==> src/rtl/bcd_stopwatch_if.sv <==
// Control and display bus between the button debouncers, bcd_stopwatch and the 7-segment driver.
interface bcd_stopwatch_if #(
  parameter int DIGITS = 4
) ();
  logic                  start;
  logic                  stop;
  logic                  clear;
  logic                  load;
  logic [4*DIGITS-1:0]   load_val;
  logic                  dir;
  logic                  lap;
  logic [4*DIGITS-1:0]   count_o;
  logic                  tick_o;
  logic                  wrap_o;
  logic                  running_o;
  logic                  done_o;
  logic [4*DIGITS-1:0]   lap_o;
  logic                  lap_valid_o;

  modport master (
    output start, stop, clear, load, load_val, dir, lap,
    input  count_o, tick_o, wrap_o, running_o, done_o, lap_o, lap_valid_o
  );

  modport slave (
    input  start, stop, clear, load, load_val, dir, lap,
    output count_o, tick_o, wrap_o, running_o, done_o, lap_o, lap_valid_o
  );
endinterface

==> src/rtl/bcd_stopwatch.sv <==
// Start/stop packed-BCD stopwatch/timer with prescaler, pause/resume and wrap/done flags.
// Optional lap capture register is enabled by defining STOPWATCH_LAP_EN.
module bcd_stopwatch #(
  parameter int DIGITS   = 4,
  parameter int TICK_DIV = 500000
) (
  input logic            clock,
  input logic            reset,
  bcd_stopwatch_if.slave bus
);
  localparam int W  = 4 * DIGITS;
  localparam int PW = (TICK_DIV > 1) ? $clog2(TICK_DIV) : 1;
  localparam logic [PW-1:0] PRESC_LAST = PW'(TICK_DIV - 1);

  typedef enum logic [1:0] {
    IDLE  = 2'd0,
    RUN   = 2'd1,
    PAUSE = 2'd2,
    DONE  = 2'd3
  } state_t;

  state_t        state;
  state_t        state_next;
  logic [W-1:0]  count;
  logic [PW-1:0] presc;
  logic          dir_q;
  logic          tick_q;
  logic          wrap_q;

  logic          take_load;
  logic          take_stop;
  logic          take_start;
  logic          advance;
  logic          tick_now;
  logic [W-1:0]  count_inc;
  logic [W-1:0]  count_dec;
  logic [W-1:0]  load_clamped;
  logic          all_nines;
  logic          dec_zero;

  function automatic logic [W-1:0] bcd_inc(input logic [W-1:0] v);
    logic [W-1:0] r;
    logic         carry;
    r     = v;
    carry = 1'b1;
    for (int i = 0; i < DIGITS; i++) begin
      if (carry) begin
        if (v[4*i +: 4] >= 4'd9) begin
          r[4*i +: 4] = 4'd0;
        end else begin
          r[4*i +: 4] = v[4*i +: 4] + 4'd1;
          carry       = 1'b0;
        end
      end
    end
    return r;
  endfunction

  function automatic logic [W-1:0] bcd_dec(input logic [W-1:0] v);
    logic [W-1:0] r;
    logic         borrow;
    r      = v;
    borrow = 1'b1;
    for (int i = 0; i < DIGITS; i++) begin
      if (borrow) begin
        if (v[4*i +: 4] == 4'd0) begin
          r[4*i +: 4] = 4'd9;
        end else begin
          r[4*i +: 4] = v[4*i +: 4] - 4'd1;
          borrow      = 1'b0;
        end
      end
    end
    return r;
  endfunction

  // Per-digit clamp of the preset and all-nines detection for the up-wrap flag
  always_comb begin
    load_clamped = bus.load_val;
    all_nines    = 1'b1;
    for (int i = 0; i < DIGITS; i++) begin
      if (bus.load_val[4*i +: 4] > 4'd9) begin
        load_clamped[4*i +: 4] = 4'd9;
      end
      if (count[4*i +: 4] != 4'd9) begin
        all_nines = 1'b0;
      end
    end
  end

  assign count_inc = bcd_inc(count);
  assign count_dec = bcd_dec(count);
  assign dec_zero  = (count_dec == '0);

  // Command decode: an ignored command never blocks a lower-priority one, except that
  // stop always suppresses start in the same cycle.
  always_comb begin
    take_load  = 1'b0;
    take_stop  = 1'b0;
    take_start = 1'b0;
    advance    = 1'b0;
    tick_now   = 1'b0;
    if (!bus.clear) begin
      take_load  = bus.load && (state != RUN);
      take_stop  = bus.stop && (state == RUN);
      take_start = !take_load && !bus.stop && bus.start &&
                   ((state == IDLE) || (state == PAUSE));
      advance    = (state == RUN) && !bus.stop;
      tick_now   = advance && (presc == PRESC_LAST);
    end
  end

  always_ff @(posedge clock) begin
    if (reset) begin
      state <= IDLE;
    end else begin
      state <= state_next;
    end
  end

  always_comb begin
    state_next = state;
    if (bus.clear) begin
      state_next = IDLE;
    end else if (take_load || take_stop) begin
      state_next = PAUSE;
    end else if (take_start) begin
      state_next = (bus.dir && (count == '0)) ? DONE : RUN;
    end else if (tick_now && dir_q && dec_zero) begin
      state_next = DONE;
    end
  end

  // Count, prescaler and pulse flags; a stop edge leaves the prescaler phase untouched
  always_ff @(posedge clock) begin
    if (reset) begin
      count  <= '0;
      presc  <= '0;
      dir_q  <= 1'b0;
      tick_q <= 1'b0;
      wrap_q <= 1'b0;
    end else begin
      tick_q <= 1'b0;
      wrap_q <= 1'b0;
      if (bus.clear) begin
        count <= '0;
        presc <= '0;
      end else if (take_load) begin
        count <= load_clamped;
        presc <= '0;
      end else if (take_start) begin
        dir_q <= bus.dir;
      end else if (advance) begin
        if (tick_now) begin
          presc  <= '0;
          tick_q <= 1'b1;
          if (dir_q) begin
            count <= count_dec;
          end else begin
            count  <= count_inc;
            wrap_q <= all_nines;
          end
        end else begin
          presc <= presc + PW'(1);
        end
      end
    end
  end

`ifdef STOPWATCH_LAP_EN
  logic [W-1:0] lap_q;
  logic         lap_valid_q;

  // Captures the pre-tick count so a lap on a tick edge shows the value the user saw
  always_ff @(posedge clock) begin
    if (reset) begin
      lap_q       <= '0;
      lap_valid_q <= 1'b0;
    end else if (bus.clear) begin
      lap_valid_q <= 1'b0;
    end else if (bus.lap && (state == RUN)) begin
      lap_q       <= count;
      lap_valid_q <= 1'b1;
    end
  end
`else
  logic [W-1:0] lap_q;
  logic         lap_valid_q;
  logic         unused_lap;

  assign lap_q       = '0;
  assign lap_valid_q = 1'b0;
  assign unused_lap  = bus.lap;
`endif

  always_comb begin
    bus.count_o     = count;
    bus.tick_o      = tick_q;
    bus.wrap_o      = wrap_q;
    bus.running_o   = (state == RUN);
    bus.done_o      = (state == DONE);
    bus.lap_o       = lap_q;
    bus.lap_valid_o = lap_valid_q;
  end
endmodule

==> src/flat_wrapper.sv <==
// flat-port wrapper written by rule: the top's interface ports become plain ports
module bcd_stopwatch_flat 
#(
  parameter int DIGITS   = 4,
  parameter int TICK_DIV = 500000
)
  (clock, reset, bus_start, bus_stop, bus_clear, bus_load, bus_load_val, bus_dir, bus_lap, bus_count_o, bus_tick_o, bus_wrap_o, bus_running_o, bus_done_o, bus_lap_o, bus_lap_valid_o);
  bcd_stopwatch_if #(.DIGITS(DIGITS)) bus_i ();
  input logic clock;
  input logic reset;
  input wire logic [$bits(bus_i.start)-1:0] bus_start;
  input wire logic [$bits(bus_i.stop)-1:0] bus_stop;
  input wire logic [$bits(bus_i.clear)-1:0] bus_clear;
  input wire logic [$bits(bus_i.load)-1:0] bus_load;
  input wire logic [$bits(bus_i.load_val)-1:0] bus_load_val;
  input wire logic [$bits(bus_i.dir)-1:0] bus_dir;
  input wire logic [$bits(bus_i.lap)-1:0] bus_lap;
  output wire logic [$bits(bus_i.count_o)-1:0] bus_count_o;
  output wire logic [$bits(bus_i.tick_o)-1:0] bus_tick_o;
  output wire logic [$bits(bus_i.wrap_o)-1:0] bus_wrap_o;
  output wire logic [$bits(bus_i.running_o)-1:0] bus_running_o;
  output wire logic [$bits(bus_i.done_o)-1:0] bus_done_o;
  output wire logic [$bits(bus_i.lap_o)-1:0] bus_lap_o;
  output wire logic [$bits(bus_i.lap_valid_o)-1:0] bus_lap_valid_o;
  assign bus_i.start = bus_start;
  assign bus_i.stop = bus_stop;
  assign bus_i.clear = bus_clear;
  assign bus_i.load = bus_load;
  assign bus_i.load_val = bus_load_val;
  assign bus_i.dir = bus_dir;
  assign bus_i.lap = bus_lap;
  assign bus_count_o = bus_i.count_o;
  assign bus_tick_o = bus_i.tick_o;
  assign bus_wrap_o = bus_i.wrap_o;
  assign bus_running_o = bus_i.running_o;
  assign bus_done_o = bus_i.done_o;
  assign bus_lap_o = bus_i.lap_o;
  assign bus_lap_valid_o = bus_i.lap_valid_o;
  bcd_stopwatch #(.DIGITS(DIGITS), .TICK_DIV(TICK_DIV)) u_core (.clock(clock), .reset(reset), .bus(bus_i));
endmodule
==> config.mk <==
export PLATFORM = sky130hd
export DESIGN_NAME = bcd_stopwatch_flat
export DESIGN_NICKNAME = d
export VERILOG_FILES = /design/src/rtl/bcd_stopwatch_if.sv /design/src/rtl/bcd_stopwatch.sv /design/src/flat_wrapper.sv
export SDC_FILE = /design/constraint.sdc
export NUM_CORES = 1
export LEC_CHECK = 0
export BUFFER_PORTS_ARGS = -buffer_cell sky130_fd_sc_hd__buf_2
export CORE_AREA = 8 8 80 82
export DETAILED_ROUTE_END_ITERATION = 10
export DIE_AREA = 0 0 88 90
export PLACE_DENSITY = 0.84
export SYNTH_ARGS = -nofsm -noshare
export SYNTH_HDL_FRONTEND = slang
export SYNTH_SLANG_ARGS = --single-unit
==> constraint.sdc <==
create_clock -name clock -period 8.7 [get_ports clock]
set_clock_uncertainty 0.2 [all_clocks]
set_input_delay 0.435 -clock clock [delete_from_list [all_inputs] [get_ports clock]]
set_output_delay 0.435 -clock clock [all_outputs]
set_load 0.01 [all_outputs]
==> impl_metrics.tcl <==
set metrics [dict create \
    drive_above_1_share_pct 14.80 \
    cp.arrival_ps 3470 \
    ys_ff_latch 40 \
    ctsHoldBuffers 0 \
    area_growth_pct 8.477 \
    yosys.area.top_type "dfxtp_1" \
    final_max_slew_viol_count 0 \
    numCtsBuffers 5 \
    port_buffers 42 \
    dr_wl_met3_um 654 \
    rsz0062_at_grt "false" \
    vias 2947 \
    min_to "u_core.dir_q" \
    path_buf_inv 1 \
    r2r_start "u_core.bus.count_o[0]" \
    grt_remaining_overflow 0 \
    wire_per_inst_um 15.26 \
    critPathCaptureType "flip-flop" \
    crit_type "reg2reg" \
    fill_cells 472 \
    cp_data_required_time_ps 8730 \
    setup_violations 0 \
    startpoint_type "flip-flop" \
    max_slew_margin_pct 29.91 \
    vias_per_cell 6.002 \
    fin_util_pct 61.77 \
    seq_power_share_pct 48.6 \
    drc 0 \
    placed_area_um2 3137 \
    r2r_slack_ps 5260 \
    drt-total-wl_um 7495 \
    multi_input_area_um2 1968 \
    fin_area_um2 3234 \
    postCtsSetupBuffers 0 \
    highest_layer "met4" \
    wl_met1_um 3214 \
    post-dp-hpwl_um 5509 \
    status "finished, final reports clean" \
    start_util_pct 56.94 \
    final_cells 491 \
    antenna_cells 0 \
    peakVddDrop_v 0.00007590 \
    crit_chain "inv_1, ha_1, nor3b_1, nand3_1, o31ai_1, nand4_1, or4_1, a21oi_1" \
    cts_tree "done" \
    slowest_delay_ps 750 \
    critPathTopFamily "simple AND/OR/NAND/NOR gates" \
    gp_congestion 0.9159 \
    ys.flop_type "dfxtp_1" \
    synth_top_area_share_pct 26.86 \
    power_frac_clock_pct 34.4 \
    clk_path_buf_depth 2 \
    antenna_found_initial 0 \
    layout.nets 456 \
    dp.cells 483 \
    combPwrFrac_pct 17.0 \
    drt_iter0_drc 182 \
    path_clk_slew_ps 80 \
    seqCellArea_um2 800.8 \
    clock-sinks 40 \
    r2r_end "u_core.state[1]" \
    finalHoldViolCount 0 \
    die_w_um 88 \
    swShare_pct 30.19 \
    yosys-top-cells-area "dfxtp_1 (27%), nor2_1 (6.0%), ha_1 (5.9%), a21oi_1 (5.5%), buf_4 (4.3%)" \
    rows 27 \
    power.density_nw_per_um2 122.0 \
    dieArea_um2 7920 \
    insertion_delay_ps 300 \
    drv_cap 0 \
    intPower_uw 275.4 \
    synth_edf_count 0 \
    htree_levels 2 \
    fmax_ghz 0.2904 \
    grt_pass1_vias 2714 \
    syn-cell-area_um2 2982 \
    period_minus_slack_ps 3443 \
    min_path_type "in2reg" \
    ys_types 59 \
    drt-pass1-iter-count 6 \
    netlist_instances 390 \
    hp-start "reset" \
    die_height_um 90 \
    core_area_um2 5236 \
    synthArstFlopShare_pct 0 \
    seq_area_frac_synth_pct 26.86 \
    r2r_cells 8 \
    syn_area_per_cell_um2 7.645 \
    cts_root_buf "clkbuf_8" \
    path_max_fanout 10 \
    grt_usage_pct 19.02 \
    io_pins 61 \
    ant_nets 0 \
    final.setup.tns_ps 0 \
    final_cell_mix "nor2_1 (48), buf_2 (42), dfxtp_1 (40)" \
    period_share_pct 39.58 \
    cts.repair.resized 0 \
    grt_first_pass_wirelength_um 12540 \
    critical_path.slowest_cell "nor3b_1" \
    worst_pin_slew_ps 1047 \
    final_common_cell "nor2_1" \
    p_sw_uw 119.1 \
    leakage_nw 1.242 \
    whs_path_depth 2 \
    wl_met2_um 3505 \
    ys_warn_count 0 \
    grt_start_max_net_pins 20 \
]
-- cells in the mapped netlist (4+ instances only) --
library cell,count
nor2_1,48
dfxtp_1,40
a21oi_1,33
nand2_1,26
clkbuf_1,18
inv_1,18
o21ai_0,18
buf_4,17
ha_1,14
xor2_1,14
nand4_1,13
nand3_1,11
a211oi_1,8
xnor2_1,8
a31oi_1,6
nor3b_1,6
nand2b_1,5
nor3_1,5
o31ai_1,5
and3_1,4
mux2i_1,4
nand3b_1,4
or3b_2,4
or4_1,4
-- through the flow --
| stage | setup WS, ps | hold slack [ps] | total power [mW] |
|---|---|---|---|
| CTS | 5357 | 115.9 | 0.3949 |
| global placement | 5325 | 288.5 | 0.2596 |
| floorplan | 5826 | 272.4 | 0.2476 |
| finish | 5257 | 119.9 | 0.3945 |
| global route | 4958 | 112.3 | 0.4131 |
| detailed placement | 5221 | 310.3 | 0.2610 |
-- kinds of logic (layout without fill, tap and decap cells) --
group,after synthesis,in the layout,synth area share (%)
compound gates,99,99,21.40
mux,4,4,1.343
other cells,1,17,0.1258
xor+xnor,22,22,6.463
flops,40,40,26.86
buf+inv,55,68,9.147
simple gates,155,155,28.79
fa+ha+maj,14,14,5.875
-- per-layer routing --
metal | vias to the layer above | global-route usage, %
li1 | 1431 | -
met1 | 1359 | 24.42
met2 | 142 | 29.50
met3 | 15 | 5.005
met4 | 0 | 6.600
met5 | - | 0
-- layout make-up --
class	instances	area share, %
inverters	18	2.089
flip-flops and latches	40	24.76
multi-input cells	311	60.85
clock inverters	2	0.4642
well taps	72	2.785
clock buffers	6	2.553
repair buffers	42	6.499
-- worst reg2reg max path, stage by stage, from the launching register on --
cell	delay [ps]
dfxtp_1	410
inv_1	120
ha_1	330
nor3b_1	750
nand3_1	380
o31ai_1	420
nand4_1	120
or4_1	480
a21oi_1	170
-- state kept, by name, indices dropped and copies added, names as in the netlist --
| register | cells |
|---|---|
| u_core.bus.count_o | 16 |
| u_core.dir_q | 1 |
| u_core.presc | 19 |
| u_core.state | 2 |
| u_core.bus.tick_o | 1 |
| u_core.bus.wrap_o | 1 |
-- how the worst max path moves through the flow --
stage / cells after the start / to / start / slack (ps)
final: 8 / u_core.state[1] / u_core.bus.count_o[0] / 5260
after detailed placement: 7 / u_core.state[1] / bus_clear / 5220
after CTS: 8 / u_core.state[1] / u_core.bus.count_o[0] / 5360
after global placement: 7 / u_core.state[1] / bus_clear / 5320
after global routing: 8 / u_core.state[1] / u_core.bus.count_o[0] / 4960
after floorplan: 10 / u_core.state[1] / u_core.bus.count_o[0] / 5830
-- power by group through the flow --
| stage | sequential, mW | clock, mW | combinational (mW) |
|---|---|---|---|
| after floorplan | 0.194 | 0 | 0.0535 |
| after global placement | 0.196 | 0 | 0.0639 |
| after detailed placement | 0.196 | 0 | 0.0652 |
| after CTS | 0.191 | 0.138 | 0.0659 |
| after global routing | 0.192 | 0.147 | 0.0740 |
| final | 0.192 | 0.136 | 0.0671 |
(Power assumes the default switching activity.)
